File: src/rtl/candd_pkg.sv
// candd_pkg -- shared definitions for the clock-and-data output sequencer.
//   seqState_e   : FSM state encodings (visible on the state output)
//   ARM_SYMBOLS  : symbols after run entry before FIFO flags can fault
//   absErr       : magnitude of a signed 8-bit phase error (|-128| = 128)
package candd_pkg;

  typedef enum logic [2:0] {
    HOLD     = 3'd0,
    WAIT_DLL = 3'd1,
    DLL_RUN  = 3'd2,
    WAIT_PLL = 3'd3,
    PLL_RUN  = 3'd4,
    FAULT    = 3'd5
  } seqState_e;

  localparam int unsigned ARM_SYMBOLS = 4;

  // Unsigned 8-bit result, so -128 maps to 128 and never fits a 7-bit threshold.
  function automatic logic [7:0] absErr(input logic [7:0] e);
    return e[7] ? (~e + 8'd1) : e;
  endfunction

endpackage

File: src/rtl/candd_sync.sv
// candd_sync -- multi-bit, per-bit flop synchronizer for asynchronous status pins.
//   clk   : destination clock
//   reset : async active-low, clears every stage
//   d     : asynchronous inputs
//   q     : synchronized outputs, STAGES clk edges later
module candd_sync #(
  parameter int WIDTH  = 1,
  parameter int STAGES = 2
) (
  input  logic             clk,
  input  logic             reset,
  input  logic [WIDTH-1:0] d,
  output logic [WIDTH-1:0] q
);

  logic [STAGES-1:0][WIDTH-1:0] pipe;

  always_ff @(posedge clk or negedge reset) begin
    if (!reset) pipe <= '0;
    else        pipe <= {pipe[STAGES-2:0], d};
  end

  assign q = pipe[STAGES-1];

endmodule

File: src/rtl/candd_output_sequencer.sv
// candd_output_sequencer -- bring-up / supervision FSM for the DLL output clock,
// with optional promotion to an external PLL path.
// Optional feature: define CANDD_SEQ_PLL_EN to build the PLL states
// (WAIT_PLL, PLL_RUN) and PLL FIFO flag monitoring.
// Ports:
//   clk, reset            : clock, async active-low reset
//   clkEnIn               : symbol strobe
//   dllPhaseError[7:0]    : signed DLL phase error
//   pllLocked             : async external PLL lock
//   dllFull/dllEmpty      : async DLL jitter-FIFO flags
//   pllFull/pllEmpty      : async PLL jitter-FIFO flags
//   restart               : force HOLD next cycle
//   lockThreshold[6:0]    : max |error| counted as in-lock
//   lockCount[7:0]        : consecutive lock symbols needed (0 acts as 1)
//   timeoutSymbols[15:0]  : WAIT_DLL symbol budget (0 = no timeout)
//   preferPll             : allow PLL promotion
//   clkReset              : DLL/FIFO reset, high only in HOLD
//   dllSelect             : output mux, 1 = DLL path (registered)
//   state[2:0]            : current state
//   faultCount[7:0]       : saturating FAULT entry count
module candd_output_sequencer
  import candd_pkg::*;
#(
  parameter int RESET_HOLD_CYCLES = 16,
  parameter int SYNC_STAGES       = 2
) (
  input  logic        clk,
  input  logic        reset,
  input  logic        clkEnIn,
  input  logic [7:0]  dllPhaseError,
  input  logic        pllLocked,
  input  logic        dllFull,
  input  logic        dllEmpty,
  input  logic        pllFull,
  input  logic        pllEmpty,
  input  logic        restart,
  input  logic [6:0]  lockThreshold,
  input  logic [7:0]  lockCount,
  input  logic [15:0] timeoutSymbols,
  input  logic        preferPll,
  output logic        clkReset,
  output logic        dllSelect,
  output logic [2:0]  state,
  output logic [7:0]  faultCount
);

  seqState_e curState, nextState;
  logic [7:0]  holdCnt;
  logic [7:0]  lockCnt;   // in-lock symbols (WAIT_DLL) or PLL-locked symbols (WAIT_PLL)
  logic [15:0] toCnt;
  logic [2:0]  armCnt;

  // ---- asynchronous status inputs
  logic dllFullS, dllEmptyS;
`ifdef CANDD_SEQ_PLL_EN
  logic [4:0] syncQ;
  logic pllLockS, pllFullS, pllEmptyS;
  candd_sync #(.WIDTH(5), .STAGES(SYNC_STAGES)) uSync (
    .clk(clk), .reset(reset),
    .d({pllLocked, pllFull, pllEmpty, dllFull, dllEmpty}), .q(syncQ));
  assign {pllLockS, pllFullS, pllEmptyS, dllFullS, dllEmptyS} = syncQ;
`else
  logic [1:0] syncQ;
  logic unusedPll;
  candd_sync #(.WIDTH(2), .STAGES(SYNC_STAGES)) uSync (
    .clk(clk), .reset(reset), .d({dllFull, dllEmpty}), .q(syncQ));
  assign {dllFullS, dllEmptyS} = syncQ;
  assign unusedPll = ^{preferPll, pllLocked, pllFull, pllEmpty};
`endif

  // ---- per-symbol qualifiers
  logic [7:0] effLock;
  logic inLock, lockHit, toHit, armed, dllFlag;
  assign effLock = (lockCount == 8'd0) ? 8'd1 : lockCount;
  assign inLock  = absErr(dllPhaseError) <= {1'b0, lockThreshold};
  assign lockHit = inLock && (({1'b0, lockCnt} + 9'd1) == {1'b0, effLock});
  assign toHit   = (timeoutSymbols != 16'd0) &&
                   (({1'b0, toCnt} + 17'd1) == {1'b0, timeoutSymbols});
  assign armed   = (armCnt == 3'(ARM_SYMBOLS));
  assign dllFlag = dllFullS || dllEmptyS;

  always_comb begin
    nextState = curState;
    case (curState)
      HOLD:     if (holdCnt == 8'(RESET_HOLD_CYCLES - 1)) nextState = WAIT_DLL;
      WAIT_DLL: if (clkEnIn) begin
                  if (lockHit)    nextState = DLL_RUN;   // lock wins over a same-symbol timeout
                  else if (toHit) nextState = HOLD;
                end
      DLL_RUN:  if (armed && dllFlag) nextState = FAULT;
`ifdef CANDD_SEQ_PLL_EN
                else if (preferPll && pllLockS) nextState = WAIT_PLL;
      WAIT_PLL: if (armed && dllFlag)              nextState = FAULT;
                else if (!preferPll || !pllLockS)  nextState = DLL_RUN;
                else if (clkEnIn && (({1'b0, lockCnt} + 9'd1) == {1'b0, effLock}))
                                                   nextState = PLL_RUN;
      // Fault checked first so a coincident PLL loss still resolves to FAULT.
      PLL_RUN:  if (armed && (pllFullS || pllEmptyS)) nextState = FAULT;
                else if (!preferPll || !pllLockS)    nextState = DLL_RUN;
`endif
      FAULT:    nextState = HOLD;
      default:  nextState = HOLD;
    endcase
    if (restart) nextState = HOLD;
  end

  // A new run period starts on entering DLL_RUN from outside the DLL path,
  // or on entering PLL_RUN; DLL_RUN <-> WAIT_PLL keeps the DLL arming.
  logic runNext, newRun;
  assign runNext = nextState inside {DLL_RUN, WAIT_PLL, PLL_RUN};
  assign newRun  = (nextState == DLL_RUN && !(curState inside {DLL_RUN, WAIT_PLL})) ||
                   (nextState == PLL_RUN && curState != PLL_RUN);

  always_ff @(posedge clk or negedge reset) begin
    if (!reset) begin
      curState   <= HOLD;
      holdCnt    <= '0;
      lockCnt    <= '0;
      toCnt      <= '0;
      armCnt     <= '0;
      faultCount <= '0;
    end else begin
      curState <= nextState;
      holdCnt  <= (curState == HOLD && !restart) ? holdCnt + 8'd1 : 8'd0;

      if (nextState != curState)                 lockCnt <= '0;
      else if (clkEnIn && curState == WAIT_DLL)  lockCnt <= inLock ? lockCnt + 8'd1 : 8'd0;
      else if (clkEnIn && curState == WAIT_PLL)  lockCnt <= lockCnt + 8'd1;

      if (nextState != curState)                 toCnt <= '0;
      else if (clkEnIn && curState == WAIT_DLL)  toCnt <= toCnt + 16'd1;

      if (!runNext || newRun)     armCnt <= '0;
      else if (clkEnIn && !armed) armCnt <= armCnt + 3'd1;

      if (nextState == FAULT && curState != FAULT && faultCount != 8'hFF)
        faultCount <= faultCount + 8'd1;
    end
  end

`ifdef CANDD_SEQ_PLL_EN
  always_ff @(posedge clk or negedge reset) begin
    if (!reset) dllSelect <= 1'b1;
    else        dllSelect <= (curState != PLL_RUN);
  end
`else
  assign dllSelect = 1'b1;
`endif

  assign clkReset = (curState == HOLD);
  assign state    = curState;

endmodule
File: config.mk
export PLATFORM = sky130hd
export DESIGN_NAME = candd_output_sequencer
export DESIGN_NICKNAME = d
export VERILOG_FILES = /design/src/rtl/candd_pkg.sv /design/src/rtl/candd_sync.sv /design/src/rtl/candd_output_sequencer.sv
export SDC_FILE = /design/constraint.sdc
export NUM_CORES = 1
export LEC_CHECK = 0
export ABC_CLOCK_PERIOD_IN_PS = 3150
export BUFFER_PORTS_ARGS = -buffer_cell sky130_fd_sc_hd__buf_2
export CORE_UTILIZATION = 57
export DETAILED_ROUTE_END_ITERATION = 6
export GPL_TIMING_DRIVEN = 0
export HOLD_SLACK_MARGIN = 0.05
export PLACE_DENSITY = 0.89
export RECOVER_POWER = 50
export SYNTH_ARGS = -nofsm -noshare
export SYNTH_HDL_FRONTEND = slang
export SYNTH_SLANG_ARGS = --single-unit
File: constraint.sdc
create_clock -name clk -period 3.15 [get_ports clk]
set_clock_uncertainty 0.2 [all_clocks]
set_input_delay 0.1575 -clock clk [delete_from_list [all_inputs] [get_ports clk]]
set_output_delay 0.1575 -clock clk [all_outputs]
set_load 0.005 [all_outputs]
### Yosys cells after proc, flatten, opt, wreduce, memory -nomap -nowiden

Cells that the tools add are included.

| storage, ports and cells | value |
|---|---|
| word-level logic and storage cells | 77 |
| output and inout port bits | 13 |
| input port bits | 49 |
| register bits | 50 |

| operators by class | value |
|---|---|
| reduce and logical (&&, ||, !) cells | 26 |
| equal/unequal tests | 15 |
| order comparisons | 1 |
| bitwise gates (word level) | 1 |
| muxes and demuxes | 18 |
| $add $sub $neg | 8 |

Operator list:

| operator | count |
|---|---|
| 8-bit 2-to-1 mux | 7 |
| 8-bit by 1-bit adder with 8-bit output, second input constant | 4 |
| 16-bit 2-to-1 mux | 2 |
| 3-bit 2-to-1 mux | 8 |
| 16-bit by 1-bit adder with 17-bit output, second input constant | 1 |
| 17-bit by 16-bit equality test with 1-bit output | 1 |
| 16-bit by 1-bit adder with 16-bit output, second input constant | 1 |
| 16-bit nonzero test | 1 |
| 3-bit by 2-bit equality test with 1-bit output, second input constant | 4 |
| 1-bit logical AND | 11 |
| 8-bit by 1-bit adder with 9-bit output, second input constant | 1 |
| 3-bit equality test, second input constant | 3 |
| 9-bit by 8-bit equality test with 1-bit output | 1 |
| 3-bit case mux with 3 select lines | 1 |
| 8-bit by 4-bit equality test with 1-bit output, second input constant | 1 |
| 8-bit by 7-bit less-or-equal comparator with 1-bit output | 1 |
| 8-bit zero test | 1 |
| 8-bit inequality test, second input constant | 1 |
| 8-bit NOT | 1 |
| 3-bit inequality test, second input constant | 2 |
| 2-bit nonzero test | 3 |
| 3-bit nonzero test | 2 |
| 1-bit zero test | 4 |
| 3-bit by 1-bit adder with 3-bit output, second input constant | 1 |
| 4 further kinds | 6 |

### Longest topological paths before layout

Gate-level depths: netlist (run 1).

| logic depth | value |
|---|---|
| depth after elaboration | 14 |
| depth in mapped cells | 14 |
| mapped depth without buffers | 13 |

### Hierarchy

Synthesis (run 1) repeated with hierarchy kept, for this count alone.

| second synthesis, totals | value |
|---|---|
| cell total of the unflattened synthesis | 410 |
| area, all modules | 3614.7 um^2 |

Modules (own cells, without submodules):

| module | instances | area an instance (um^2) | seq. area each (um^2) | cells each |
|---|---|---|---|---|
| candd_output_sequencer | 1 | 3499.6 | 1151.1 | 404 |
| candd_sync | 1 | 115.1 | 100.1 | 6 |

### Worst setup path before layout (run 1)

OpenSTA, ideal clock, no wires.

| timing path | value |
|---|---|
| kind | input to register |
| start point | in dllPhaseError[3] |
| end point | reg lockCnt[2] |
| setup time | 0.077 ns |
| path buffers | 1 |
| arrival | 2.627 ns |
| setup slack | 0.246 ns |
| required time | 2.873 ns |
| stages | 12 |
| cell sequence | or3_1 > o31ai_1 > xnor2_1 > ha_1 > and4_1 > a41o_1 > a31oi_1 > a2111oi_0 > a311oi_1 > o21ai_4 > buf_6 > a21oi_1 |

| between the ends | value |
|---|---|
| longest elaborated chain between the ends | 11 |
| elaborated cells between the ends (all ways) | 14 |
| those cells by class | add/sub (1); order compare (1); eq/ne (1); mux (8); bitwise (1); reduce/logical (2) |

Ends and longest elaborated chain:

| item | RTL line | source |
|---|---|---|
| start: declaration | candd_output_sequencer.sv:30 | `input logic [7:0] dllPhaseError,` |
| 8-bit NOT | candd_pkg.sv:20 | `return e[7] ? (~e + 8'd1) : e;` |
| 8-bit by 1-bit adder with 8-bit output | candd_pkg.sv:20 |  |
| 8-bit 2-to-1 mux (*) | candd_pkg.sv:20 |  |
| 8-bit by 7-bit less-or-equal comparator with 1-bit output (*) | candd_output_sequencer.sv:75 | `assign inLock = absErr(dllPhaseError) <= {1'b0, lockThreshold};` |
| 1-bit logical AND | candd_output_sequencer.sv:76 | `assign lockHit = inLock && (({1'b0, lockCnt} + 9'd1) == {1'b0, effLock});` |
| 3-bit 2-to-1 mux | candd_output_sequencer.sv:87 | `if (lockHit) nextState = DLL_RUN;` |
| 3-bit 2-to-1 mux | candd_output_sequencer.sv:86 | `WAIT_DLL: if (clkEnIn) begin` |
| 3-bit case mux with 3 select lines | candd_output_sequencer.sv:84 | `case (curState)` |
| 3-bit 2-to-1 mux | candd_output_sequencer.sv:104 | `if (restart) nextState = HOLD;` |
| 3-bit inequality test | candd_output_sequencer.sv:126 | `if (nextState != curState) lockCnt <= '0;` |
| 3-bit nonzero test (no source line) or 8-bit 2-to-1 mux (tied branches) | -- |  |
| end signal: assignment | candd_output_sequencer.sv:127 | `else if (clkEnIn && curState == WAIT_DLL) lockCnt <= inLock ? lockCnt + 8'd1 : 8'd0;` |
| end signal: assignment | candd_output_sequencer.sv:128 | `else if (clkEnIn && curState == WAIT_PLL) lockCnt <= lockCnt + 8'd1;` |
| end: declaration | candd_output_sequencer.sv:49 | `logic [7:0] lockCnt;` |

Mark *: on every way between the ends. The rest lies on a longest branch, timed or not.
A chain may end at the register's enable or synchronous reset.

### Worst setup path in the final report (run 1)

Same ends and word-level chain as after synthesis.

==> results of run 1 <==
stage by stage:
step | setup WS, ps | cells | TNS [ps]
final | 29.54 | 537 | 0
after CTS | 40.86 | 537 | 0
after floorplan | 245.8 | 397 | 0
after detailed placement | -400.4 | 525 | -8995
after global placement | -234.3 | 525 | -4836
after global routing | -46.26 | 537 | -100.1
report_power, final:
part / switching, µW / internal [µW]
clock network: 212 / 154
registers: 9.12 / 650
logic: 88.7 / 77.3
total: 310 / 881
state kept, by name (all words and copies together), names as in the netlist:
| signal | cells |
|---|---|
| holdCnt | 8 |
| state | 3 |
| lockCnt | 8 |
| uSync.q | 2 |
| toCnt | 16 |
| uSync.pipe | 2 |
| faultCount | 8 |
| armCnt | 3 |
worst register-to-register path: cells and delay by family, from the launching register on:
family / cells / cell delay [ps]
adders and majority gates: 1 / 300
AOI/OAI and AO/OA: 3 / 450
buffers and inverters: 1 / 190
and+or+nand+nor: 4 / 1280
DFF: 1 / 460
synthesized netlist by cell type (all sizes together), types with 6 or more instances:
cell / instances / area share, %
a21oi: 17 / 2.5
buf: 8 / 1.6
clkbuf: 8 / 0.91
dfrtp: 50 / 36
ha: 14 / 5.1
inv: 13 / 1.4
nand2: 34 / 3.8
nand3: 15 / 2.2
nand3b: 6 / 1.3
nand4: 11 / 2.2
nor2: 52 / 5.7
nor3: 16 / 2.3
nor4: 9 / 1.8
o21ai: 16 / 2.6
or3: 9 / 1.6
or4: 6 / 1.3
xnor2: 39 / 9.9
xor2: 23 / 5.8
per-layer routing:
| layer | vias to the layer above | wire length [µm] | GRT usage, % | part of all wire, % |
|---|---|---|---|---|
| met3 | 17 | 425 | 5.143 | 5.5 |
| li1 | 1537 | - | - | - |
| met5 | - | 0 | 0 | 0 |
| met2 | 90 | 3794 | 43.85 | 49 |
| met1 | 1509 | 3397 | 35.00 | 44 |
| met4 | 0 | 165 | 9.643 | 2.1 |
worst paths after layout:
kind | startpoint | endpoint | slack (ps) | cells past startpoint
worst max register to register | toCnt[1] | lockCnt[2] | 150 | 9
worst min register to register | uSync.pipe[1] | uSync.q[1] | 150 | 0
min in group asynchronous | reset | toCnt[0] | 420 | 2
worst max-delay path | dllPhaseError[3] | lockCnt[2] | 30 | 13
max in group asynchronous | reset | toCnt[0] | 1560 | 2
worst min-delay path | uSync.pipe[1] | uSync.q[1] | 150 | 0
cell families (layout without fill, tap and decap cells):
kind of cell	Yosys count	after routing	share of synthesized area, %
AND/OR/NAND/NOR	180	180	26.86
XOR/XNOR	62	62	15.73
AO/OA/AOI/OAI	60	60	11.74
flip-flops	50	50	36.25
buffers and inverters	29	97	3.914
adder cells (fa/ha/maj)	14	14	5.074
other	1	1	0.1086
multiplexers	1	1	0.3262
repair_timing:
item / 4_1_cts / 5_1_grt
pin swaps: 1 / 1
endpoints found under the setup margin: 20 / 20
setup buffers: 0 / 0
gates resized for setup: 3 / 4
hold buffers: 5 / 0
endpoints found under the hold margin: 54 / 0
placed cells by master, fill, tap and decap left out, types with 3 or more instances in the layout:
master	n
nor4_1	8
nand2_1	33
a21oi_1	17
nand2b_1	4
or4_1	6
nand4_1	10
nand3b_1	6
o211ai_1	3
ha_1	13
nor2_1	52
and3_1	5
xnor2_1	39
o21ai_0	15
clkbuf_8	5
inv_1	13
dfrtp_1	49
nand3_1	14
clkbuf_1	10
dlygate4sd3_1	5
buf_2	57
nor3_1	16
or3_1	9
o21a_1	3
xor2_1	23
area by class of cell:
class / count / area, µm²
Multi-Input combinational cell: 318 / 2096
Timing Repair Buffer: 61 / 326.6
Sequential cell: 50 / 1252
Clock buffer: 5 / 68.82
Inverter: 13 / 48.80
Fill cell: 435 / 1693
Clock inverter: 2 / 13.76
Tap cell: 72 / 90.09
Buffer: 16 / 86.33
==> impl_results.md, run 1 <==
* Overflow after GRT at 0
* Vias per cell at 5.872
* Ys async rst share at 100.0%
* CP Cell Sequence: buf_2 > or3_1 > o31ai_2 > xnor2_1 > ha_1 > and4_1 > o21ai_0 > a31oi_2 > a2111oi_1 > a311oi_1 > o21ai_4 > buf_6 > a21oi_1
* Fmax at 320.5 MHz
* Antenna viol nets, final at 0
* CP Class: input port to register
* Max-slew violations at 0
* CP Capture Type: register
* Finished Cell Area at 0.003983 mm²
* Syn Nets at 460
* Post-synth EDFFs at 0
* Crit path largest cell delay at 580 ps
* Slowest stage cell on the critical path: a2111oi_1
* Syn Area/Cell at 8.695 µm²
* Post-DP HPWL at 5808 µm
* DRC viols at 0
* Layout cells sized above 1 at 17.85%
* Clock period minus worst slack at 3120 ps
* CP startpoint kind: input port
* Cell Area, Placed at 0.003822 mm²
* Initial DRC Count at 201
* Design Power at 1191 µW
* Core Rows at 27
* Gr usage total at 26.70%
* Max Buffers Root-to-Sink at 2
* Die footprint at 0.006371 mm²
* Leak Pwr at 0.001794 µW
* Via count at 3153
* Setup violations, final at 0
* H-Tree Depth at 2
* Maximum vdd ir drop at 291.5 µV
* Cell Area, Synth at 0.003452 mm²
* CTS root buffer: clkbuf_8
* WP data required at 3130 ps
* Initial antenna violation count at 0
* Yosys reg bits at 50
* Vias in the first global route at 3072
* Worst-path clk slew at 90 ps
* Total wire length at 7783 µm
* Family with the most delay on the worst path: compound AO/OA/AOI/OAI gates
* WP buf/inv at 2
* Die W at 79.82 µm
* Seq/Total Area, Yosys at 36.25%
* Synth cell types at 56
* Status: completed
* Skew-Pair Late Insertion Delay at 310 ps
* Pwr Density at 299.1 mW/mm²
* Rel. slew slack at 21.31%
* Area Growth Syn to Fin at 15.37%
* Core Area at 0.005675 mm²
* Worst-Margin Slew at 1180 ps
* CTS buffer count at 5
* Critical path peak fanout at 10
* Ant diodes at 0
* First-pass GRT wire length at 13330 µm
* Hold Vio Cnt, Final at 0
* Final hold slack at 152.8 ps
* Routed WL per cell at 14.49 µm
* Buffers on Ports at 56
* Final Core Density at 70.17%
* Maximum number of pins on one net before global-route repair at 51
* Worst min-delay path class: register to register
* Synth Warn # at 0
* Maxcap violations at 0
* Die Ht at 79.82 µm
* RD Place Congestion at 0.8851
* IO Count at 62
* Tcrit/Tclk final at 99.06%
* Worst Path Arrival at 3100 ps
* Synth Flop Type: dfrtp_1
* Starting Density at 60.82%
* Drt pass-1 iters at 4
* Clk sink count at 50
* CTS tree: yes
* Nets at 528
* Synthesized instance count at 397
Power figures use the tool's default switching activity.
==> run 2: changes to the inputs <==
PLACE_DENSITY = 0.81   (was 0.89)
SLEW_MARGIN = 25   (was default)
==> run 2 against run 1 <==
  * First-iteration DRC count decreased by 7.0%
  * Via count increased by 0.35%
  * Largest cell class unchanged
  * Core utilization about the same
  * Clock power increased by 12%
  * Critical endpoint is now toCnt[7]
  * Die area unchanged
  * Critical path type is now register to register
  * Non-clock buffer count unchanged
  * Sequential share of layout area about the same
==> impl_results.md, run 2 (synthesized netlist as in run 1, its figures left out) <==
* First-pass GRT wire length at 13430 µm
* Max-slew violations at 0
* Vias in the first global route at 3020
* Clk sink count at 50
* Fmax at 327.6 MHz
* Gr usage total at 27.05%
* Largest register FFs at 16
* Post-DP HPWL at 5938 µm
* R2r setup slk at 100 ps
* Die footprint at 0.006371 mm²
* Initial DRC Count at 187
* Die W at 79.82 µm
* Setup violations, final at 0
* Starting Density at 60.82%
* H-Tree Depth at 2
* CTS root buffer: clkbuf_8
* Worst Path Arrival at 3050 ps
* Overflow after GRT at 0
* Commonest cells after routing, fill and taps aside: buf_2 (59), nor2_1 (52), dfrtp_1 (50)
* Total wire length at 7839 µm
* DRC viols at 0
* Routed WL per cell at 14.57 µm
* Worst-path clk slew at 100 ps
* Status: completed
* Max Buffers Root-to-Sink at 2
* Tcrit/Tclk final at 96.91%
* Pwr Density at 308.3 mW/mm²
* IO Count at 62
* CP Cell Sequence: ha_2 > nand3_2 > or4_1 > o21a_1 > o311ai_2 > nand2_2 > o21ai_4 > buf_6 > nor2_1
* RD Place Congestion at 0.9176
* Ant diodes at 0
* Worst min-delay path class: input port to register
* Maximum number of pins on one net before global-route repair at 51
* Maxcap violations at 0
* Nets at 528
* Worst-Margin Slew at 1248 ps
* Area Growth Syn to Fin at 15.40%
* Vias per cell at 5.881
* Drt pass-1 iters at 4
* CP Capture Type: register
* Hold Vio Cnt, Final at 0
* Die Ht at 79.82 µm
* Post-CTS Repair Setup Buffers at 0
* Largest register by flop count: toCnt
* Buffers on Ports at 56
* Leak Pwr at 0.001798 µW
* Core Rows at 27
* Slowest stage cell on the critical path: or4_1
* CTS buffer count at 5
* CTS tree: yes
* Maximum vdd ir drop at 189.5 µV
* Core Area at 0.005675 mm²
* CP Class: register to register
* Antenna viol nets, final at 0
* Skew-Pair Late Insertion Delay at 310 ps
* Via count at 3164
* Critical path peak fanout at 10
* Leading cell type in the layout, fill and taps excluded: buf_2
* Initial antenna violation count at 0
* Crit path largest cell delay at 560 ps
* WP data required at 3150 ps
* Rel. slew slack at 16.79%
* Finished Cell Area at 0.003984 mm²
* Final hold slack at 150.3 ps
* Cell Area, Placed at 0.003825 mm²
* CP startpoint kind: register
* Layout cells sized above 1 at 18.03%
* Clock period minus worst slack at 3053 ps
run 2: worst max-delay path: cells and delay by family (launching register included):
family | cells | cell delay [ps]
AO/OA/AOI/OAI | 3 | 830
adder cells (fa/ha/maj) | 1 | 300
buffers and inverters | 1 | 190
flip-flops | 1 | 490
AND/OR/NAND/NOR | 4 | 920
run 2: cell type report:
cell class | instances | area (µm²)
plain buffers | 16 | 86.33
clock buffers | 6 | 82.58
clock inverters | 2 | 16.27
fillers | 458 | 1692
inverters | 13 | 48.80
multi-input cells | 318 | 2079
flip-flops and latches | 50 | 1251
well taps | 72 | 90.09
repair buffers | 61 | 329.1
run 2: power breakdown:
| part | total [µW] | internal (µW) | switching [µW] |
|---|---|---|---|
| clock network | 409 | 181 | 227 |
| logic | 161 | 76.1 | 84.7 |
| registers | 659 | 650 | 8.68 |
| total | 1230 | 907 | 321 |
run 2: through the flow:
| step | TNS, ps | setup WS, ps | std cells | utilization [%] | power, µW |
|---|---|---|---|---|---|
| floorplan | 0 | 245.8 | 397 | - | 753.0 |
| global placement | -3651 | -189.5 | 525 | 67.35 | 817.8 |
| detailed placement | -3916 | -198.4 | 525 | 67.39 | 826.0 |
| CTS | 0 | 11.47 | 538 | 70.02 | 1236 |
| global route | -153.4 | -20.63 | 538 | 70.19 | 1279 |
| finish | 0 | 97.25 | 538 | 70.19 | 1228 |
run 2: layer usage:
layer  global-route usage [%]  vias up  wire length [µm]
met1                    35.39     1512              3492
met4                    8.929        0               108
met5                        0        -                 0
met2                    46.15       99              3823
met3                    3.543       16               414
li1                         -     1537                 -
run 2: repair_timing:
item,CTS,global route
resized for setup,0,4
hold buffers,5,0
setup endpoints to repair,0,21
endpoints found under the hold margin,54,0
run 2: final timing paths:
| check | startpoint | to | cells past startpoint |
|---|---|---|---|
| setup reg to reg | toCnt[0] | toCnt[7] | 9 |
| max in group asynchronous | reset | lockCnt[0] | 2 |
| hold reg to reg | uSync.pipe[0] | uSync.q[0] | 0 |
| min in group asynchronous | reset | toCnt[5] | 2 |
| setup / recovery | toCnt[0] | toCnt[7] | 9 |
| hold / removal | lockCount[4] | state[0] | 4 |
